<file path="src/rtl/note_pkg.sv">
// Shared constants for the note detector: scale table, note indices
// and FSM state encoding.
package note_pkg;

    localparam int NUM_NOTES = 8;

    // Nominal periods in 50 MHz clock cycles, do through do'.
    localparam int unsigned NOTE_PERIOD [0:NUM_NOTES-1] = '{
        95602, 85131, 75843, 71586, 63776, 56818, 50619, 47778
    };

    localparam logic [2:0] NOTE_DO  = 3'd0;
    localparam logic [2:0] NOTE_RE  = 3'd1;
    localparam logic [2:0] NOTE_MI  = 3'd2;
    localparam logic [2:0] NOTE_FA  = 3'd3;
    localparam logic [2:0] NOTE_SOL = 3'd4;
    localparam logic [2:0] NOTE_LA  = 3'd5;
    localparam logic [2:0] NOTE_SI  = 3'd6;
    localparam logic [2:0] NOTE_DO2 = 3'd7;

    typedef enum logic [1:0] {
        IDLE    = 2'd0,
        ACQUIRE = 2'd1,
        LOCKED  = 2'd2
    } state_t;

endpackage

</file>
<file path="src/rtl/note_classifier.sv">
// Combinational match of a measured period against the scale table.
// PERIOD_SHIFT scales the table down (0 = real 50 MHz note periods).
import note_pkg::*;

module note_classifier #(
    parameter int CNT_W        = 28,
    parameter int TOL_SHIFT    = 6,
    parameter int PERIOD_SHIFT = 0
) (
    input  logic [CNT_W-1:0] period,
    output logic             match,
    output logic [2:0]       idx
);

    logic [CNT_W:0] nom;
    logic [CNT_W:0] diff;
    logic [CNT_W:0] mag;

    // Scan from the top so the lowest matching index is the one kept.
    always_comb begin
        match = 1'b0;
        idx   = NOTE_DO;
        nom   = '0;
        diff  = '0;
        mag   = '0;
        for (int i = NUM_NOTES - 1; i >= 0; i--) begin
            nom  = (CNT_W+1)'(NOTE_PERIOD[i] >> PERIOD_SHIFT);
            diff = {1'b0, period} - nom;
            mag  = diff[CNT_W] ? (~diff + 1'b1) : diff;
            if (mag <= (nom >> TOL_SHIFT)) begin
                match = 1'b1;
                idx   = 3'(i);
            end
        end
    end

endmodule

</file>
<file path="src/rtl/note_detector.sv">
// Measures the period of an incoming square wave and locks onto the
// matching scale note once it has been stable for LOCK_COUNT periods.
import note_pkg::*;

module note_detector #(
    parameter int CNT_W        = 28,
    parameter int TOL_SHIFT    = 6,
    parameter int LOCK_COUNT   = 4,
    parameter int TIMEOUT      = 200000,
    parameter int PERIOD_SHIFT = 0
) (
    input  logic             clock_in,
    input  logic             reset_n,
    input  logic             tone_in,
    output logic [CNT_W-1:0] period_out,
    output logic             period_strobe,
    output logic [2:0]       note_id,
    output logic             note_valid,
    output logic             silent
);

    localparam int MW = $clog2(LOCK_COUNT + 1);
    localparam logic [MW-1:0]    LC   = MW'(LOCK_COUNT);
    localparam logic [CNT_W-1:0] TO_C = CNT_W'(TIMEOUT);

    logic             sync1;
    logic             sync2;
    logic             prev;
    logic             rise;
    logic [CNT_W-1:0] cnt;
    logic             timeout;
    state_t           state;
    logic [2:0]       cand;
    logic [MW-1:0]    match_cnt;
    logic [MW-1:0]    run_next;
    logic             match;
    logic [2:0]       idx;

    assign rise    = sync2 & ~prev;
    assign timeout = (cnt == TO_C);

    note_classifier #(
        .CNT_W       (CNT_W),
        .TOL_SHIFT   (TOL_SHIFT),
        .PERIOD_SHIFT(PERIOD_SHIFT)
    ) u_classifier (
        .period(period_out),
        .match (match),
        .idx   (idx)
    );

    // Length of the current same-note run, clamped once locked.
    always_comb begin
        run_next = '0;
        if (match) begin
            if (idx != cand)
                run_next = MW'(1);
            else if (match_cnt == LC)
                run_next = LC;
            else
                run_next = match_cnt + 1'b1;
        end
    end

    always_ff @(posedge clock_in or negedge reset_n) begin
        if (!reset_n) begin
            sync1         <= 1'b0;
            sync2         <= 1'b0;
            prev          <= 1'b0;
            cnt           <= '0;
            period_out    <= '0;
            period_strobe <= 1'b0;
        end else begin
            sync1         <= tone_in;
            sync2         <= sync1;
            prev          <= sync2;
            period_strobe <= 1'b0;
            if (rise) begin
                cnt <= '0;
                if (state != IDLE) begin
                    period_out    <= cnt + 1'b1;
                    period_strobe <= 1'b1;
                end
            end else if (!timeout) begin
                cnt <= cnt + 1'b1;
            end
        end
    end

    always_ff @(posedge clock_in or negedge reset_n) begin
        if (!reset_n) begin
            state      <= IDLE;
            cand       <= NOTE_DO;
            match_cnt  <= '0;
            note_id    <= NOTE_DO;
            note_valid <= 1'b0;
            silent     <= 1'b1;
        end else begin
            unique case (state)
                IDLE: begin
                    if (rise) begin
                        state     <= ACQUIRE;
                        match_cnt <= '0;
                        silent    <= 1'b0;
                    end
                end
                ACQUIRE, LOCKED: begin
                    if (timeout && !rise) begin
                        state      <= IDLE;
                        silent     <= 1'b1;
                        note_valid <= 1'b0;
                    end else if (period_strobe) begin
                        if (match)
                            cand <= idx;
                        match_cnt <= run_next;
                        if (run_next == LC) begin
                            state      <= LOCKED;
                            note_id    <= idx;
                            note_valid <= 1'b1;
                        end else begin
                            state      <= ACQUIRE;
                            note_valid <= 1'b0;
                        end
                    end
                end
                default: state <= IDLE;
            endcase
        end
    end

endmodule

</file>
<file path="config.mk">
export PLATFORM = sky130hd
export DESIGN_NAME = note_detector
export DESIGN_NICKNAME = d
export VERILOG_FILES = /design/src/rtl/note_pkg.sv /design/src/rtl/note_classifier.sv /design/src/rtl/note_detector.sv
export SDC_FILE = /design/constraint.sdc
export NUM_CORES = 1
export LEC_CHECK = 0
export ABC_AREA = 0
export CORE_MARGIN = 4
export CORE_UTILIZATION = 30
export DETAILED_ROUTE_END_ITERATION = 8
export HOLD_SLACK_MARGIN = 0.15
export PLACE_DENSITY = 0.44
export RECOVER_POWER = 100
export SLEW_MARGIN = 30
export SYNTH_ARGS = -nofsm -noshare
export SYNTH_HDL_FRONTEND = slang
export SYNTH_SLANG_ARGS = --single-unit
</file>
<file path="constraint.sdc">
create_clock -name clock_in -period 14.7 [get_ports clock_in]
set_input_delay 2.94 -clock clock_in [delete_from_list [all_inputs] [get_ports clock_in]]
set_output_delay 2.94 -clock clock_in [all_outputs]
set_load 0.005 [all_outputs]
</file>
* After elaboration in Yosys (flattened, before gate mapping)
Index checks and enable logic that the tools add are counted.
** Storage, ports and cells
- Register bits :: 73
- Input bits :: 3
** Cells by class
- Mux-type cells :: 46
- Bitwise operators :: 11
- Add/subtract/negate cells :: 18
- Eq/ne operators :: 12
- Reductions and logical operators :: 14
- Magnitude comparators :: 8
** Operators with widths (count)
- 29-bit by 1-bit adder with 29-bit output, second input constant :: 8
- 29-bit two-way mux :: 8
- 29-bit inverter :: 8
- 29-bit by 10-bit <= comparator with 1-bit output, second input constant :: 4
- 29-bit by 11-bit <= comparator with 1-bit output, second input constant :: 4
- 28-bit by 16-bit subtractor with 29-bit output, second input constant :: 4
- 28-bit by 17-bit subtractor with 29-bit output, second input constant :: 4
- 28-bit two-way mux :: 2
- 3-bit two-way mux :: 14
- 28-bit by 1-bit adder with 28-bit output, second input constant :: 1
- 28-bit by 18-bit == test with 1-bit output, second input constant :: 1
- 1-bit two-way mux :: 15
- 4-bit AND reduction :: 3
- 2-bit inequality test, second input constant :: 5
- 2-bit two-way mux :: 4
- 3-bit == test, second input constant :: 2
- 3-bit one-hot mux with 2 select lines :: 1
- 2-bit AND reduction :: 3
- 2-bit nonzero test :: 3
- 2-bit one-hot mux with 2 select lines :: 1
- 3-bit by 1-bit adder with 3-bit output, second input constant :: 1
- 3-bit inequality test :: 1
- 3-bit inequality test, second input constant :: 1
- 3-bit AND reduction :: 1
- 9 further kinds :: 10

* Depth between registers and ports, before layout
- Word-level depth :: 21
- Depth in mapped cells :: 21
- Mapped depth without buffers :: 14

* By module
From an unflattened synthesis, not the netlist that was laid out.
** Unflattened totals
- Cells, all modules :: 1617
- Area total of the unflattened synthesis :: 11426.0 sq um
** Modules (own cells, without submodules)
- note_classifier :: times used 1, area an instance 8134.1 sq um, cells each 1304
- note_detector :: times used 1, area an instance 3291.9 sq um, cells each 313

* Least setup slack after synthesis
No wires, ideal clock.
- Path kind :: register to register
- From :: register period_out[2]
- To :: register state[0]
- Data arrival time :: 4.655 ns
- Period minus slack after synthesis :: 4.781 ns
- Setup slack :: 9.919 ns
- Stages on the path, launching flop included :: 20
- Buffers on the path :: 5
- Data required time :: 14.574 ns
- Cell sequence :: dfrtp_1 > buf_6 > buf_6 > buf_2 > buf_2 > inv_1 > ha_1 > buf_2 > a2111o_1 > a211oi_1 > a21boi_0 > or2_1 > a221o_1 > a211oi_1 > o211ai_1 > nor4_1 > nor3_1 > a311oi_2 > o211ai_1 > a221o_1
** Between the ends
- Word-level cells in the longest chain between the ends :: 21
** RTL lines
- start: declaration :: RTL line note_detector.sv:15 : output logic [CNT_W-1:0] period_out,
- start signal: assignment :: RTL line note_detector.sv:81 : period_out <= cnt + 1'b1;
- 28-bit by 16-bit subtractor with 29-bit output :: RTL line note_classifier.sv:28 : diff = {1'b0, period} - nom;
- 29-bit inverter :: RTL line note_classifier.sv:29 : mag = diff[CNT_W] ? (~diff + 1'b1) : diff;
- 29-bit by 1-bit adder with 29-bit output :: RTL line note_classifier.sv:29
- 29-bit two-way mux :: RTL line note_classifier.sv:29
- 29-bit by 10-bit <= comparator with 1-bit output :: RTL line note_classifier.sv:30 : if (mag <= (nom >> TOL_SHIFT)) begin
- 3-bit two-way mux (8 in a row) :: RTL line note_classifier.sv:30
- 3-bit inequality test :: RTL line note_detector.sv:56 : if (idx != cand)
- 3-bit two-way mux :: RTL line note_detector.sv:56
- 3-bit two-way mux (*) :: RTL line note_detector.sv:55 : if (match) begin
- 3-bit == test (*) :: RTL line note_detector.sv:116 : if (run_next == LC) begin
- 2-bit two-way mux (*) :: RTL line note_detector.sv:116
- 2-bit two-way mux (*) :: RTL line note_detector.sv:112 : end else if (period_strobe) begin
- 2-bit two-way mux (*) :: RTL line note_detector.sv:108 : if (timeout && !rise) begin
- 2-bit one-hot mux with 2 select lines (*) :: RTL line note_detector.sv:99 : unique case (state)
- end signal: assignment :: RTL line note_detector.sv:102 : state <= ACQUIRE;
- end signal: assignment :: RTL line note_detector.sv:109 : state <= IDLE;
- end signal: assignment :: RTL line note_detector.sv:117 : state <= LOCKED;
- end: declaration :: RTL line note_detector.sv:32 : state_t state;
Every way passes the cells marked *; elsewhere a longest branch is shown, timed or not. The select of a mux whose other input is x is not followed.
A chain may end at the register's enable or synchronous reset.

* Worst setup path in the final report
- From :: register period_out[7]
- To :: register note_id[0]
** Between the ends
- Word-level cells in the longest chain between the ends :: 18
** RTL lines
- 28-bit by 16-bit subtractor with 29-bit output :: RTL line note_classifier.sv:28
- 29-bit inverter :: RTL line note_classifier.sv:29
- 29-bit by 1-bit adder with 29-bit output :: RTL line note_classifier.sv:29
- 29-bit two-way mux :: RTL line note_classifier.sv:29
- 29-bit by 10-bit <= comparator with 1-bit output :: RTL line note_classifier.sv:30
- 3-bit two-way mux (8 in a row) :: RTL line note_classifier.sv:30
- 3-bit inequality test :: RTL line note_detector.sv:56
- 3-bit two-way mux :: RTL line note_detector.sv:56
- 3-bit two-way mux :: RTL line note_detector.sv:55
- 3-bit == test :: RTL line note_detector.sv:116
- 4-bit AND reduction (no source line)
- end signal: assignment :: RTL line note_detector.sv:118 : note_id <= idx;
- end: declaration :: RTL line note_detector.sv:17 : output logic [2:0] note_id,
Several ways; a longest one is shown, not always the timed one.

==> metrics.md <==
| Metric | Value |
|---|---|
| PwrDens | `263.3 mW/mm²` |
| Max-cap violations | `15` |
| Fin. Hold Viols | `0` |
| Overflow after GRT | `0` |
| CTS Root Cell | `clkbuf_16` |
| Min-Delay Endpoint | `prev$_DFF_PN0_` |
| Syn avg cell area | `7.060 µm²` |
| Number of synthesized flops with an enable pin | `0` |
| Syn Nets | `1766` |
| Layout cell share with drive strength beyond 1 | `6.529%` |
| Worst-margin pin slew | `4.258 ns` |
| Reg-to-reg startpoint | `period_out[7]$_DFFE_PN0P_` |
| Status | `complete, but fails checks` |
| Cells after Synth | `1747` |
| CTS Buffer Depth | `2` |
| P&R area growth vs syn | `7.508%` |
| R2R setup slack | `6.48 ns` |
| Number of global-route vias before repair | `13345` |
| Total clock sinks | `73` |
| Synth cell types | `105` |
| Placed inst area | `0.01304 mm²` |
| Min-delay src | `sync2$_DFF_PN0_` |
| Yosys top cell area share | `14.61%` |
| Post-synthesis simple-gate area fraction | `32.90%` |
| Async SR Flop Fraction | `100.0%` |
| Yosys Warn Count | `0` |
| N_diodes | `0` |
| Sequential share of the synthesized area | `14.82%` |
| Crit-path max cell delay | `1.93 ns` |
| Die height | `210.8 µm` |
| Setup CP Type | `flop to flop` |
| RSZ-0062 raised after global routing | `no` |
| Most used DFF post-synth | `dfrtp_1` |
| H-tree Lvls | `3` |
| Crit Reg-Reg Endpoint | `note_id[0]$_DFFE_PN0P_` |
| Mapped cell area | `0.01233 mm²` |
| I/O pin count | `37` |
| Hold Path Class | `flop to flop` |
| Reg clk slew, reported paths | `0.09 ns` |
| Cell with the most instances after synthesis | `nor2_1` |
| DR iter-0 viols | `1777` |
| Final #Nets | `1714` |
| # rows | `74` |
| Synth Area in XOR/XNOR | `12.27%` |
| DIE AREA | `0.04442 mm²` |
| Pre-CTS setup slack | `8.647 ns` |
| Mux cell area share after synthesis | `1.907%` |
| Clk Latency, worst-skew pair | `0.36 ns` |
| CP cell instances | `clkbuf_1, inv_1, a211o_1, a221oi_1, or4b_1, a41oi_1, o22ai_1, o2111a_1, o211a_1, a2111oi_0, xor2_2, o2111ai_1, mux2i_1` |
| Worst slew margin | `-183.9%` |
| First-pass GRT wire length | `87380 µm` |
| VDD IR max | `0.1567 mV` |
| Final Max Slew Viols | `635` |
| DR vias | `14418` |
| Power Total | `3.492 mW` |
| CTS buffer count | `9` |
| Initial Util | `30.27%` |
| Antenna violations before repair | `0` |
| Required @ worst endpoint | `14.90 ns` |
| Area contributors post-synth | `dfrtp_1 15%, xnor2_1 9.0%, nor2_1 5.9%, a21oi_1 4.7%, nand2_1 4.2%` |
| Drt wl/cell | `26.39 µm` |
| Final setup fails | `0` |
| #FFs+latches synth | `73` |
| Compound-Gate Fraction of Synth Area | `30.01%` |
| Post-synth top cells | `194 x nor2_1, 138 x nand2_1, 127 x xnor2_1, 115 x a21oi_1, 75 x nor3_1` |
| Crit path launch type | `flop` |
| Vias per inst | `6.460` |
| Violations in the final reports | `capacitance limit, slew limit` |
| Final WS setup | `6.476 ns` |
| CTS tree | `yes` |
| CP max stage cell | `clkbuf_1` |
| Post-CTS sizing | `0` |
| Post-DP HPWL | `42720 µm` |
| Final Core Density | `32.55%` |
| Setup TNS Final | `0 ns` |
| CP arrival | `8.42 ns` |
| Leak | `4.408 nW` |
| Detailed Routing Iterations Pass 1 | `6` |
| Post-route ant nets | `0` |
| Setup clock skew after layout | `0.03177 ns` |
| Cts hold-fix bufs | `0` |
| GRT Total Usage | `25.48%` |
| IO buf count | `36` |
| Final worst path period share | `55.94%` |
| # fillers | `4440` |
| Yosys top cell by area | `dfrtp_1` |
| Routed wire length | `58890 µm` |
| F_max | `0.1216 GHz` |
| GP Congestion | `0.9338` |
| Fin crit period | `8.224 ns` |
| Final Cell Area | `0.01326 mm²` |
| Post-Synth Adder-Cell Area | `1.786%` |
| Hold Crit Depth | `0` |
| Setup Fix Bufs, Post-CTS | `0` |
| Chip Width | `210.8 µm` |
| DRC viols | `0` |
| CP Capture Type | `flop` |
| Pin count of the biggest net entering global routing | `74` |
| Critical-path maximum fanout | `43` |
| Core Area | `0.04074 mm²` |
| Reg2Reg Depth | `13` |
| Combinational family with the most area after synthesis | `simple AND/OR/NAND/NOR gates` |
power by group:
group	internal [mW]	leakage [nW]	switching [mW]	total, mW
clock network	0.135	0.149	0.112	0.247
registers	0.245	0.940	0.118	0.363
logic	0.939	3.32	1.94	2.88
total	1.32	4.41	2.17	3.49
state kept, by name (all words and copies together) (netlist names):
name and cells:
period_out 28, state 2, cnt 28, note_valid 1
sync1 1, prev 1, cand 3, match_cnt 3
silent 1, period_strobe 1, sync2 1, note_id 3
cell usage in the layout (no fill, tap or decap), types with 17 or more instances in the layout:
cell type,n
a211oi_1,29
a21oi_1,115
a31oi_1,39
and2_1,22
and3_1,30
buf_4,19
dfrtp_1,67
dlygate4sd3_1,19
inv_1,41
mux2i_1,19
nand2_1,138
nand2b_1,21
nand3_1,62
nand4_1,38
nor2_1,193
nor3_1,75
nor4_1,40
o211ai_1,33
o21a_1,17
o21ai_0,73
o31ai_1,20
or3_1,24
xnor2_1,127
xor2_1,42
kinds of logic after synthesis:
logic type                 Yosys count
and+or+nand+nor                    772
AOI/OAI and AO/OA                  513
buffers and inverters              177
xor gates and xnor gates           171
DFF                                 73
muxes                               23
adders and majority gates           18
final cells by class:
| class | count | area, µm² | share of cell area [%] |
|---|---|---|---|
| clock inverters | 7 | 83.83 | 0.6323 |
| flip-flops and latches | 73 | 1834 | 13.83 |
| multi-input cells | 1497 | 9732 | 73.40 |
| well taps | 532 | 665.6 | 5.020 |
| repair buffers | 69 | 549.3 | 4.143 |
| inverters | 45 | 168.9 | 1.274 |
| clock buffers | 9 | 225.2 | 1.699 |
metrics by stage:
stage               hold slack (ns)  std cells
floorplan                    0.3312       1747
global placement             0.3847       2216
detailed placement           0.3912       2216
CTS                          0.3983       2232
global route                 0.4153       2232
finish                       0.3931       2232
per-layer routing:
metal  track usage [%]  vias up  share of wire, %
li1                  -     6486                 -
met1             35.70     7001                44
met2             39.78      769                44
met3             3.015      162               7.2
met4             10.69        0               5.4
met5                 0        -                 0
worst max path at each step:
stage	slack, ns	from	endpoint	cells after the start
6_report	6.48	period_out[7]$_DFFE_PN0P_	note_id[0]$_DFFE_PN0P_	13
5_1_grt	6.02	period_out[7]$_DFFE_PN0P_	note_id[0]$_DFFE_PN0P_	13
4_1_cts	8.65	period_out[1]$_DFFE_PN0P_	state[0]$_DFFE_PN0P_	13
3_5_place_dp	8.65	period_out[1]$_DFFE_PN0P_	state[0]$_DFFE_PN0P_	13
3_3_place_gp	8.59	period_out[1]$_DFFE_PN0P_	state[0]$_DFFE_PN0P_	13
2_1_floorplan	9.92	period_out[2]$_DFFE_PN0P_	state[0]$_DFFE_PN0P_	19
critical path, delay by kind of cell, from the launching register on:
kind / cells / cell delay [ns]
AO/OA/AOI/OAI: 8 / 3.56
XOR/XNOR: 1 / 0.31
buffers and inverters: 2 / 3.06
flip-flops: 1 / 0.34
multiplexers: 1 / 0.20
AND/OR/NAND/NOR: 1 / 0.57
Note: power is estimated with default switching activity, not from simulation.
